**config.mk**
```make
export PLATFORM = sky130hd
export DESIGN_NAME = serial_pattern_tx
export DESIGN_NICKNAME = d
export VERILOG_FILES = /design/src/rtl/serial_pattern_tx.sv
export SDC_FILE = /design/constraint.sdc
export NUM_CORES = 1
export LEC_CHECK = 0
export BUFFER_PORTS_ARGS = -buffer_cell sky130_fd_sc_hd__buf_2
export CORE_AREA = 3 3 47 49
export DETAILED_ROUTE_END_ITERATION = 10
export DIE_AREA = 0 0 50 52
export PLACE_DENSITY = 0.81
export SLEW_MARGIN = 15
export SYNTH_ARGS = -nofsm -noshare
export SYNTH_HDL_FRONTEND = slang
export SYNTH_SLANG_ARGS = --single-unit
```
**constraint.sdc**
```tcl
create_clock -name clk -period 2.01 [get_ports clk]
set_input_delay 0.201 -clock clk [delete_from_list [all_inputs] [get_ports clk]]
set_output_delay 0.201 -clock clk [all_outputs]
set_load 0.05 [all_outputs]
```
**src/rtl/serial_pattern_tx.sv**
```systemverilog
// serial_pattern_tx
//   Serial bit-stream transmitter. It drives the 1-bit serial input of the
//   sequence-detector FSMs from a parallel word. On an accepted start, the
//   word is shifted out MSB first, one bit per clock. GAP idle-zero cycles
//   follow the frame, and then done pulses for one cycle.
//
//   Optional feature macro: SERIAL_PARITY_EN
//     When defined, one even-parity bit (the XOR of the captured word) is
//     sent after the LSB with valid=1. The frame is then WIDTH+1 bits long.
//
// Parameters
//   WIDTH  bits per frame (>=2)
//   GAP    idle cycles with x=0 after the last frame bit (>=0)
//
// Ports
//   clk        in   1      system clock, rising edge
//   rst        in   1      asynchronous reset, active-high
//   start      in   1      request to load data and transmit
//   data       in   WIDTH  word to send, captured on the accepting edge only
//   x          out  1      serial data out, registered
//   valid      out  1      high while x carries a frame bit
//   busy       out  1      high from the cycle after accept until done falls
//   done       out  1      one-cycle pulse at the end of the frame
//   state_dbg  out  2      current FSM state, for observation only
//
// Handshake: start is a request qualified only in IDLE, which is exactly the
// condition busy==0. A start seen while busy is dropped, not queued. data is
// sampled only on the edge that accepts start. All outputs are registered
// (Moore), so start and data have no combinational path to any output.
module serial_pattern_tx #(
  parameter int WIDTH = 8,
  parameter int GAP   = 2
) (
  input  logic             clk,
  input  logic             rst,
  input  logic             start,
  input  logic [WIDTH-1:0] data,
  output logic             x,
  output logic             valid,
  output logic             busy,
  output logic             done,
  output logic [1:0]       state_dbg
);

`ifdef SERIAL_PARITY_EN
  localparam int FRAME = WIDTH + 1;
`else
  localparam int FRAME = WIDTH;
`endif

  localparam int CW = $clog2(WIDTH + 2);
  localparam int GW = (GAP > 0) ? $clog2(GAP + 1) : 1;

  // Both counters are loaded with (length - 1). Each FSM state exits on the
  // edge at which its counter reads zero, so the counters never wrap.
  localparam logic [CW-1:0] CNT_LOAD = CW'(FRAME - 1);
  localparam logic [GW-1:0] GAP_LOAD = (GAP > 0) ? GW'(GAP - 1) : '0;

  typedef enum logic [1:0] {
    S_IDLE  = 2'd0,
    S_SHIFT = 2'd1,
    S_GAP   = 2'd2,
    S_DONE  = 2'd3
  } state_t;

  state_t           state_q, state_d;
  logic [FRAME-1:0] shreg_q, shreg_d;
  logic [CW-1:0]    cnt_q, cnt_d;
  logic [GW-1:0]    gcnt_q, gcnt_d;
  logic             x_q, x_d;
  logic             valid_q, valid_d;
  logic             busy_q, busy_d;
  logic             done_q, done_d;
  logic [FRAME-1:0] frame_load;

`ifdef SERIAL_PARITY_EN
  assign frame_load = {data, ^data};
`else
  assign frame_load = data;
`endif

  always_ff @(posedge clk or posedge rst) begin
    if (rst) begin
      state_q <= S_IDLE;
      shreg_q <= '0;
      cnt_q   <= '0;
      gcnt_q  <= '0;
      x_q     <= 1'b0;
      valid_q <= 1'b0;
      busy_q  <= 1'b0;
      done_q  <= 1'b0;
    end else begin
      state_q <= state_d;
      shreg_q <= shreg_d;
      cnt_q   <= cnt_d;
      gcnt_q  <= gcnt_d;
      x_q     <= x_d;
      valid_q <= valid_d;
      busy_q  <= busy_d;
      done_q  <= done_d;
    end
  end

  always_comb begin
    state_d = state_q;
    shreg_d = shreg_q;
    cnt_d   = cnt_q;
    gcnt_d  = gcnt_q;
    x_d     = 1'b0;
    valid_d = 1'b0;
    busy_d  = 1'b0;
    done_d  = 1'b0;

    case (state_q)
      S_IDLE: begin
        if (start) begin
          state_d = S_SHIFT;
          shreg_d = frame_load;
          cnt_d   = CNT_LOAD;
        end
      end
      S_SHIFT: begin
        if (cnt_q == '0) begin
          shreg_d = '0;
          if (GAP > 0) begin
            state_d = S_GAP;
            gcnt_d  = GAP_LOAD;
          end else begin
            state_d = S_DONE;
          end
        end else begin
          shreg_d = {shreg_q[FRAME-2:0], 1'b0};
          cnt_d   = cnt_q - CW'(1);
        end
      end
      S_GAP: begin
        if (gcnt_q == '0) begin
          state_d = S_DONE;
        end else begin
          gcnt_d = gcnt_q - GW'(1);
        end
      end
      S_DONE: begin
        state_d = S_IDLE;
      end
      default: begin
        state_d = S_IDLE;
        shreg_d = '0;
        cnt_d   = '0;
        gcnt_d  = '0;
      end
    endcase

    // The outputs are decoded from the next state, so the registered
    // outputs line up with the state register in the same cycle.
    case (state_d)
      S_SHIFT: begin
        x_d     = shreg_d[FRAME-1];
        valid_d = 1'b1;
        busy_d  = 1'b1;
      end
      S_GAP: begin
        busy_d = 1'b1;
      end
      S_DONE: begin
        busy_d = 1'b1;
        done_d = 1'b1;
      end
      default: ;
    endcase
  end

  assign x         = x_q;
  assign valid     = valid_q;
  assign busy      = busy_q;
  assign done      = done_q;
  assign state_dbg = state_q;

endmodule

```
==> impl_metrics.csv, run 1 <==
group,metric,value,unit
die,dieHeight,52,µm
setup_path,worst-path-max-fanout,12,
setup_path,arrival,1.85,ns
synth,ys_types,29,
synth,yosysTopAreaCellShare,0.511,
grt,antenna_found_initial,0,
clock_network,cts_buffers,3,
sta,setup_tns,0,ns
grt,grt_max_degree,20,
hold_path,hp-class,"in2async",
setup_path,cp-start-kind,"register",
clock_network,htreeDepth,1,
routing,drt_drc_violations_left,0,
routing,drtIter0Drc,13,
die,start_util,0.489,
synth,synth_area,930,µm²
clock_network,cts_resized,0,
clock_network,cts_root_buf,"clkbuf_4",
routing,via_per_inst,5.41,
clock_network,ctsHoldBuffers,0,
die,fp.dieW,50,µm
synth,synth-warning-count,0,
synth,synth.ff_latch_count,19,
die,die_area,2600,µm²
synth,synth_flop_cell,"dfrtp_1",
layout,fin_cells,139,
routing,drt-total-wl,1.81,mm
synth,synthArstFlopShare,1.00,
clock_network,cts_tree,"done",
layout,area_growth,13.5,%
setup_path,path_class,"reg2reg",
pwr,p_leak,0.499,nW
clock_network,path_clk_slew,0.11,ns
layout,final_common_cell,"dfrtp_1",
routing,wire_per_inst,13.0,µm
sta,fin_crit,1.66,ns
pwr,vdd_drop_max,0.000709,V
synth,syn-instance-count,96,
clock_network,cts_sinks,19,
sta,whs,-0.00526,ns
sta,relSlewSlack,0.531,
grt,overflow,0,
clock_network,insertion_delay,0.30,ns
routing,postRouteAntennaNets,0,
synth,yosysSeqAreaShare,0.511,
sta,fin_worst_skew,0.0100,ns
sta,worstMarginPinSlew,0.702,ns
synth,synth_area_leaders,"dfrtp_1 51%, a21oi_1 6.5%, a31oi_1 3.4%",
grt,grt_usage,0.154,
place,dp_hpwl,1.34,mm
synth,synth_area_leader_cell,"dfrtp_1",
die,core_area,1900,µm²
layout,antennaDiodeCount,0,
routing,vias,752,
routing,firstDrtPassIters,4,
synth,synth-edff-count,0,
sta,timing.fmax,601,MHz
grt,grt_pass1_vias,704,
synth,synth.avg_cell_area,9.68,µm²
setup_path,end_kind,"register",
sta,setup_violations,0,
sta,drv_slew,0,
sta,fin_crit_sh,0.828,
synth,synth_fp_nets,109,
die,io_pins,17,
layout,layout-drive-gt1-share,0.214,
sta,rsz0062_at_grt,"false",
place,dp_cells,135,
place,io_buffer_count,16,
run,max_cap_viol_count,0,
place,place.gp.congestion,0.753,
layout,nNetsFinal,126,
pwr,pwr_density_cell,1510,nW/µm²
sta,hold_viol,9,
grt,grt_pass1_wl,3.06,mm
outcome,violations,"hold timing",
layout,final_cell_mix,"19 x dfrtp_1, 16 x buf_2, 12 x a21oi_1",
die,std_cell_rows,16,
setup_path,crit_required,2.19,ns
outcome,run_status,"finished with violations",
clock_network,cts_buffer_depth,2,
clock_network,cts_setup_buffers,0,
[final cells by class]
type | instances | area (µm²)
fillers | 166 | 847
flip-flops and latches | 19 | 475
multi-input cells | 64 | 398
repair buffers | 18 | 95.1
well taps | 27 | 33.8
clock buffers | 4 | 26.3
inverters | 7 | 26.3
[critical path, stage by stage, from the launching register on]
cell	delay, ns
dfrtp_1	0.42
inv_1	0.07
ha_1	0.21
or3b_1	0.54
a32o_1	0.32
[layer usage]
metal  GRT usage  wire (µm)
met1       0.182        803
met2       0.272        915
met3      0.0172         44
met4      0.0829         43
met5           0          0
[per-stage QoR]
| stage | cell area (µm²) | setup WS (ns) | total power (W) | util |
|---|---|---|---|---|
| 2_1_floorplan | 930 | 0.347 | 0.00123 | - |
| 3_3_place_gp | 1030 | 0.422 | 0.00136 | 0.541 |
| 3_5_place_dp | 1030 | 0.363 | 0.00140 | 0.541 |
| 4_1_cts | 1050 | 0.351 | 0.00159 | 0.555 |
| 5_1_grt | 1050 | 0.240 | 0.00172 | 0.555 |
| 6_report | 1050 | 0.346 | 0.00159 | 0.555 |
[sequential cells by signal, indices dropped and copies added, names as in the netlist]
register   flops
state_dbg      2
x              1
valid          1
cnt_q          4
gcnt_q         2
done           1
busy           1
shreg_q        7
[report_power, final]
| part | total (W) | internal (W) | leakage [nW] | switching [W] |
|---|---|---|---|---|
| Combinational | 0.000745 | 0.000286 | 0.257 | 0.000459 |
| Clock | 0.000188 | 0.0000773 | 0.0150 | 0.000111 |
| Sequential | 0.000654 | 0.000529 | 0.227 | 0.000125 |
| Total | 0.00159 | 0.000893 | 0.499 | 0.000695 |
[kinds of logic (layout without fill, tap and decap cells)]
family,count (synthesis),after routing,share of synthesized area
simple gates,32,32,0.190
compound gates,29,29,0.201
flops,19,19,0.511
buf+inv,13,29,0.0606
fa+ha+maj,2,2,0.0269
mux,1,1,0.0108
[Yosys cell counts (3+ instances only)]
cell,instances
a31oi_1,5
buf_2,6
a21oi_1,12
nor2b_1,4
inv_1,7
dfrtp_1,19
nand2b_1,4
nor2_1,7
nand2_1,3
nand3_1,6
[final timing paths]
path | slack (ns) | end | from | depth (start not counted)
setup / recovery | 0.35 | x | cnt_q[0] | 4
hold / removal | -0.005 | shreg_q[1] | rst | 2
setup reg to reg | 0.35 | x | cnt_q[0] | 4
hold reg to reg | 0.52 | shreg_q[0] | shreg_q[0] | 1
max in group asynchronous | 1.56 | gcnt_q[0] | rst | 2
min in group clk | 0.12 | shreg_q[0] | data[0] | 2
Power figures use the tool's default switching activity.
==> inputs of run 2 (changes only) <==
--- a/config.mk
+++ b/config.mk
@@ -5,11 +5,12 @@
 export SDC_FILE = /design/constraint.sdc
 export NUM_CORES = 1
 export LEC_CHECK = 0
+export ABC_AREA = 1
 export BUFFER_PORTS_ARGS = -buffer_cell sky130_fd_sc_hd__buf_2
-export CORE_AREA = 3 3 47 49
+export CORE_AREA = 3 3 45 47
 export DETAILED_ROUTE_END_ITERATION = 10
-export DIE_AREA = 0 0 50 52
-export PLACE_DENSITY = 0.81
+export DIE_AREA = 0 0 48 50
+export PLACE_DENSITY = 0.82
 export SLEW_MARGIN = 15
 export SYNTH_ARGS = -nofsm -noshare
 export SYNTH_HDL_FRONTEND = slang
==> constraint.sdc (replaced) <==
create_clock -name clk -period 1.7 [get_ports clk]
set_input_delay 0.17 -clock clk [delete_from_list [all_inputs] [get_ports clk]]
set_output_delay 0.17 -clock clk [all_outputs]
set_load 0.05 [all_outputs]
==> run 2 against run 1 <==
  * The flow now finishes without violations
  * Hold slack improved by 0.081 ns
  * Non-clock buffer count is the same
  * Setup slack got worse by 0.039 ns
  * Clock power increased by 17%
  * Highest routed layer unchanged
==> impl_metrics.csv, run 2 <==
group,metric,value,unit
synth,synth.ff_latch_count,19,
layout,multi_input_area,333,µm²
synth,synth_fp_nets,115,
clock_network,cts_buffers,3,
synth,synth_area_leaders,"dfrtp_1 56%, nand2_1 15%, nand3_1 4.7%",
die,io_pins,17,
setup_path,cp-start-kind,"register",
hold_path,hp-class,"in2reg",
routing,drt-total-wl,1.58,mm
layout,fill_cells,148,
clock_network,cts_root_buf,"clkbuf_4",
synth,ys_types,16,
setup_path,setup.reg_to_reg.worst_slack,0.31,ns
grt,antenna_found_initial,0,
pwr,pwr_density_cell,1980,nW/µm²
synth,ys_top_cells_by_count,"34 x nand2_1, 19 x dfrtp_1, 10 x inv_1",
sta,setup_tns,0,ns
layout,final_util,0.591,
setup_path,end_kind,"register",
sta,fin_worst_skew,0.00559,ns
hold_path,whs_path_depth,3,
outcome,run_status,"complete, no violations",
setup_path,cpPeakStageDelay,0.37,ns
grt,grt_usage,0.158,
layout,regArea,475,µm²
sta,relSlewSlack,0.538,
pwr,p_leak,0.531,nW
die,fp.dieW,48,µm
grt,grt_max_degree,20,
pwr,swShare,0.472,
grt,grt_pass1_wl,2.68,mm
layout,reg_top3,"shreg_q x7, cnt_q x4",
sta,fin_crit_sh,0.819,
die,start_util,0.505,
synth,synth-warning-count,0,
sta,hold_viol,0,
setup_path,reg2reg_from,"cnt_q[0]",
pwr,p_seq_frac,0.376,
run,max_cap_viol_count,0,
synth,synth_flop_cell,"dfrtp_1",
synth,synthArstFlopShare,1.00,
layout,area_growth,17.0,%
clock_network,cts_tree,"done",
pwr,intPower,0.00104,W
routing,drtIter0Drc,13,
setup_path,cp_num_buf_inv,1,
die,core_area,1690,µm²
synth,synth_area_leader_cell,"dfrtp_1",
layout,stdcell_area,998,µm²
routing,wire_per_inst,11.2,µm
clock_network,htreeDepth,1,
layout,top_register,"shreg_q",
setup_path,rr_worst_depth,5,
setup_path,crit_slowest_cell,"dfrtp_1",
die,die_area,2400,µm²
sta,fin_ws,0.307,ns
layout,final_cell_mix,"34 x nand2_1, 19 x dfrtp_1, 16 x buf_2",
sta,worstMarginPinSlew,0.693,ns
routing,vias,698,
grt,grt_pass1_vias,658,
synth,synth-edff-count,0,
synth,synth_area,853,µm²
setup_path,crit_chain,"inv_1 > ha_1 > nand2_1 > a21oi_1 > o21ai_0",
setup_path,crit_required,1.87,ns
synth,yosysSeqAreaShare,0.557,
sta,setup_violations,0,
setup_path,worst-path-max-fanout,5,
clock_network,insertion_delay,0.29,ns
synth,yosysTopAreaCellShare,0.557,
synth,syn-instance-count,102,
hold_path,hold_start,"data[0]",
hold_path,min_to,"shreg_q[0]",
place,io_buffer_count,16,
clock_network,cts_resized,0,
setup_path,cp_num_cells,5,
place,pre_cts_slack,0.322,ns
grt,overflow,0,
die,std_cell_rows,15,
sta,fin_crit,1.39,ns
synth,yosysMostFrequentCell,"nand2_1",
setup_path,arrival,1.56,ns
clock_network,cts_buffer_depth,2,
pwr,pwr-share-comb,0.513,
pwr,vdd_drop_max,0.000909,V
routing,postRouteAntennaNets,0,
sta,rsz0062_at_grt,"false",
sta,drv_slew,0,
routing,via_per_inst,4.95,
setup_path,r2r-end,"state_dbg[0]",
synth,synth.avg_cell_area,8.37,µm²
place,place.gp.congestion,0.796,
routing,drt_drc_violations_left,0,
die,dieHeight,50,µm
layout,antennaDiodeCount,0,
layout,nNetsFinal,138,
routing,firstDrtPassIters,4,
layout,largest_reg_flops,7,
pwr,clockPowerShare,0.111,
pwr,switchingPower,0.000933,W
layout,layout-drive-gt1-share,0.218,
setup_path,path_class,"reg2reg",
clock_network,cts_sinks,19,
layout,final_common_cell,"nand2_1",
sta,timing.fmax,718,MHz
place,placed_area,962,µm²
place,dp_hpwl,1.24,mm
setup_path,crit_family,"compound AO/OA/AOI/OAI gates",
clock_network,path_clk_slew,0.10,ns
## run 2: cell types whose count changed after synthesis, moves of 3 or more
cell / change
a21oi_1: -9
a31oi_1: -5
buf_2: -6
inv_1: +3
nand2_1: +31
nand2b_1: -4
nor2b_1: -4
o21ai_0: +6
## run 2: final cells by class
cell class,instances,area share
Clock buffer,4,0.0263
Inverter,12,0.0451
Multi-Input combinational cell,71,0.333
Sequential cell,19,0.476
Tap cell,17,0.0213
Timing Repair Buffer,18,0.0977
## run 2: worst min-delay path: cells and delay by family
kind                   cells  cell delay, ns
AND/OR/NAND/NOR            2            0.09
buffers and inverters      1            0.07
## run 2: worst max path at each step
stage	end	start	slack (ns)
after floorplan	busy	state_dbg[1]	0.27
after global placement	state_dbg[0]	cnt_q[0]	0.40
after detailed placement	state_dbg[0]	cnt_q[0]	0.32
after CTS	state_dbg[0]	cnt_q[0]	0.31
after global routing	cnt_q[3]	cnt_q[0]	0.20
final	state_dbg[0]	cnt_q[0]	0.31
## run 2: per-stage QoR
stage	hold WS (ns)	power, W	cells
final	0.0762	0.00198	141
after global routing	0.0610	0.00217	141
after CTS	0.0712	0.00200	141
after detailed placement	0.316	0.00177	136
after global placement	0.317	0.00172	136
after floorplan	0.121	0.00153	102
## run 2: power groups by stage
| stage | sequential [W] | combinational [W] | clock (W) |
|---|---|---|---|
| CTS | 0.000743 | 0.00102 | 0.000232 |
| floorplan | 0.000933 | 0.000595 | 0 |
| global route | 0.000767 | 0.00115 | 0.000253 |
| finish | 0.000744 | 0.00101 | 0.000220 |
| detailed placement | 0.000753 | 0.00102 | 0 |
| global placement | 0.000745 | 0.000973 | 0 |
## run 2: timing repair
item / 4_1_cts / 5_1_grt
hold buffers: 1 / 0
endpoints found under the hold margin: 19 / 0
setup buffers: 0 / 0
## run 2: logic make-up after synthesis
logic type | Yosys count | share of synthesized area
buffers and inverters | 12 | 0.0528
and+or+nand+nor | 56 | 0.280
DFF | 19 | 0.557
AOI/OAI and AO/OA | 13 | 0.0806
adders and majority gates | 2 | 0.0293
## run 2: routing by layer
metal	wire, µm	vias up	global-route usage	share of wire
met5	0	-	0	0
met4	34	0	0.0807	0.022
met3	51	4	0.0219	0.032
met2	830	10	0.256	0.53
met1	659	318	0.196	0.42
li1	-	366	-	-
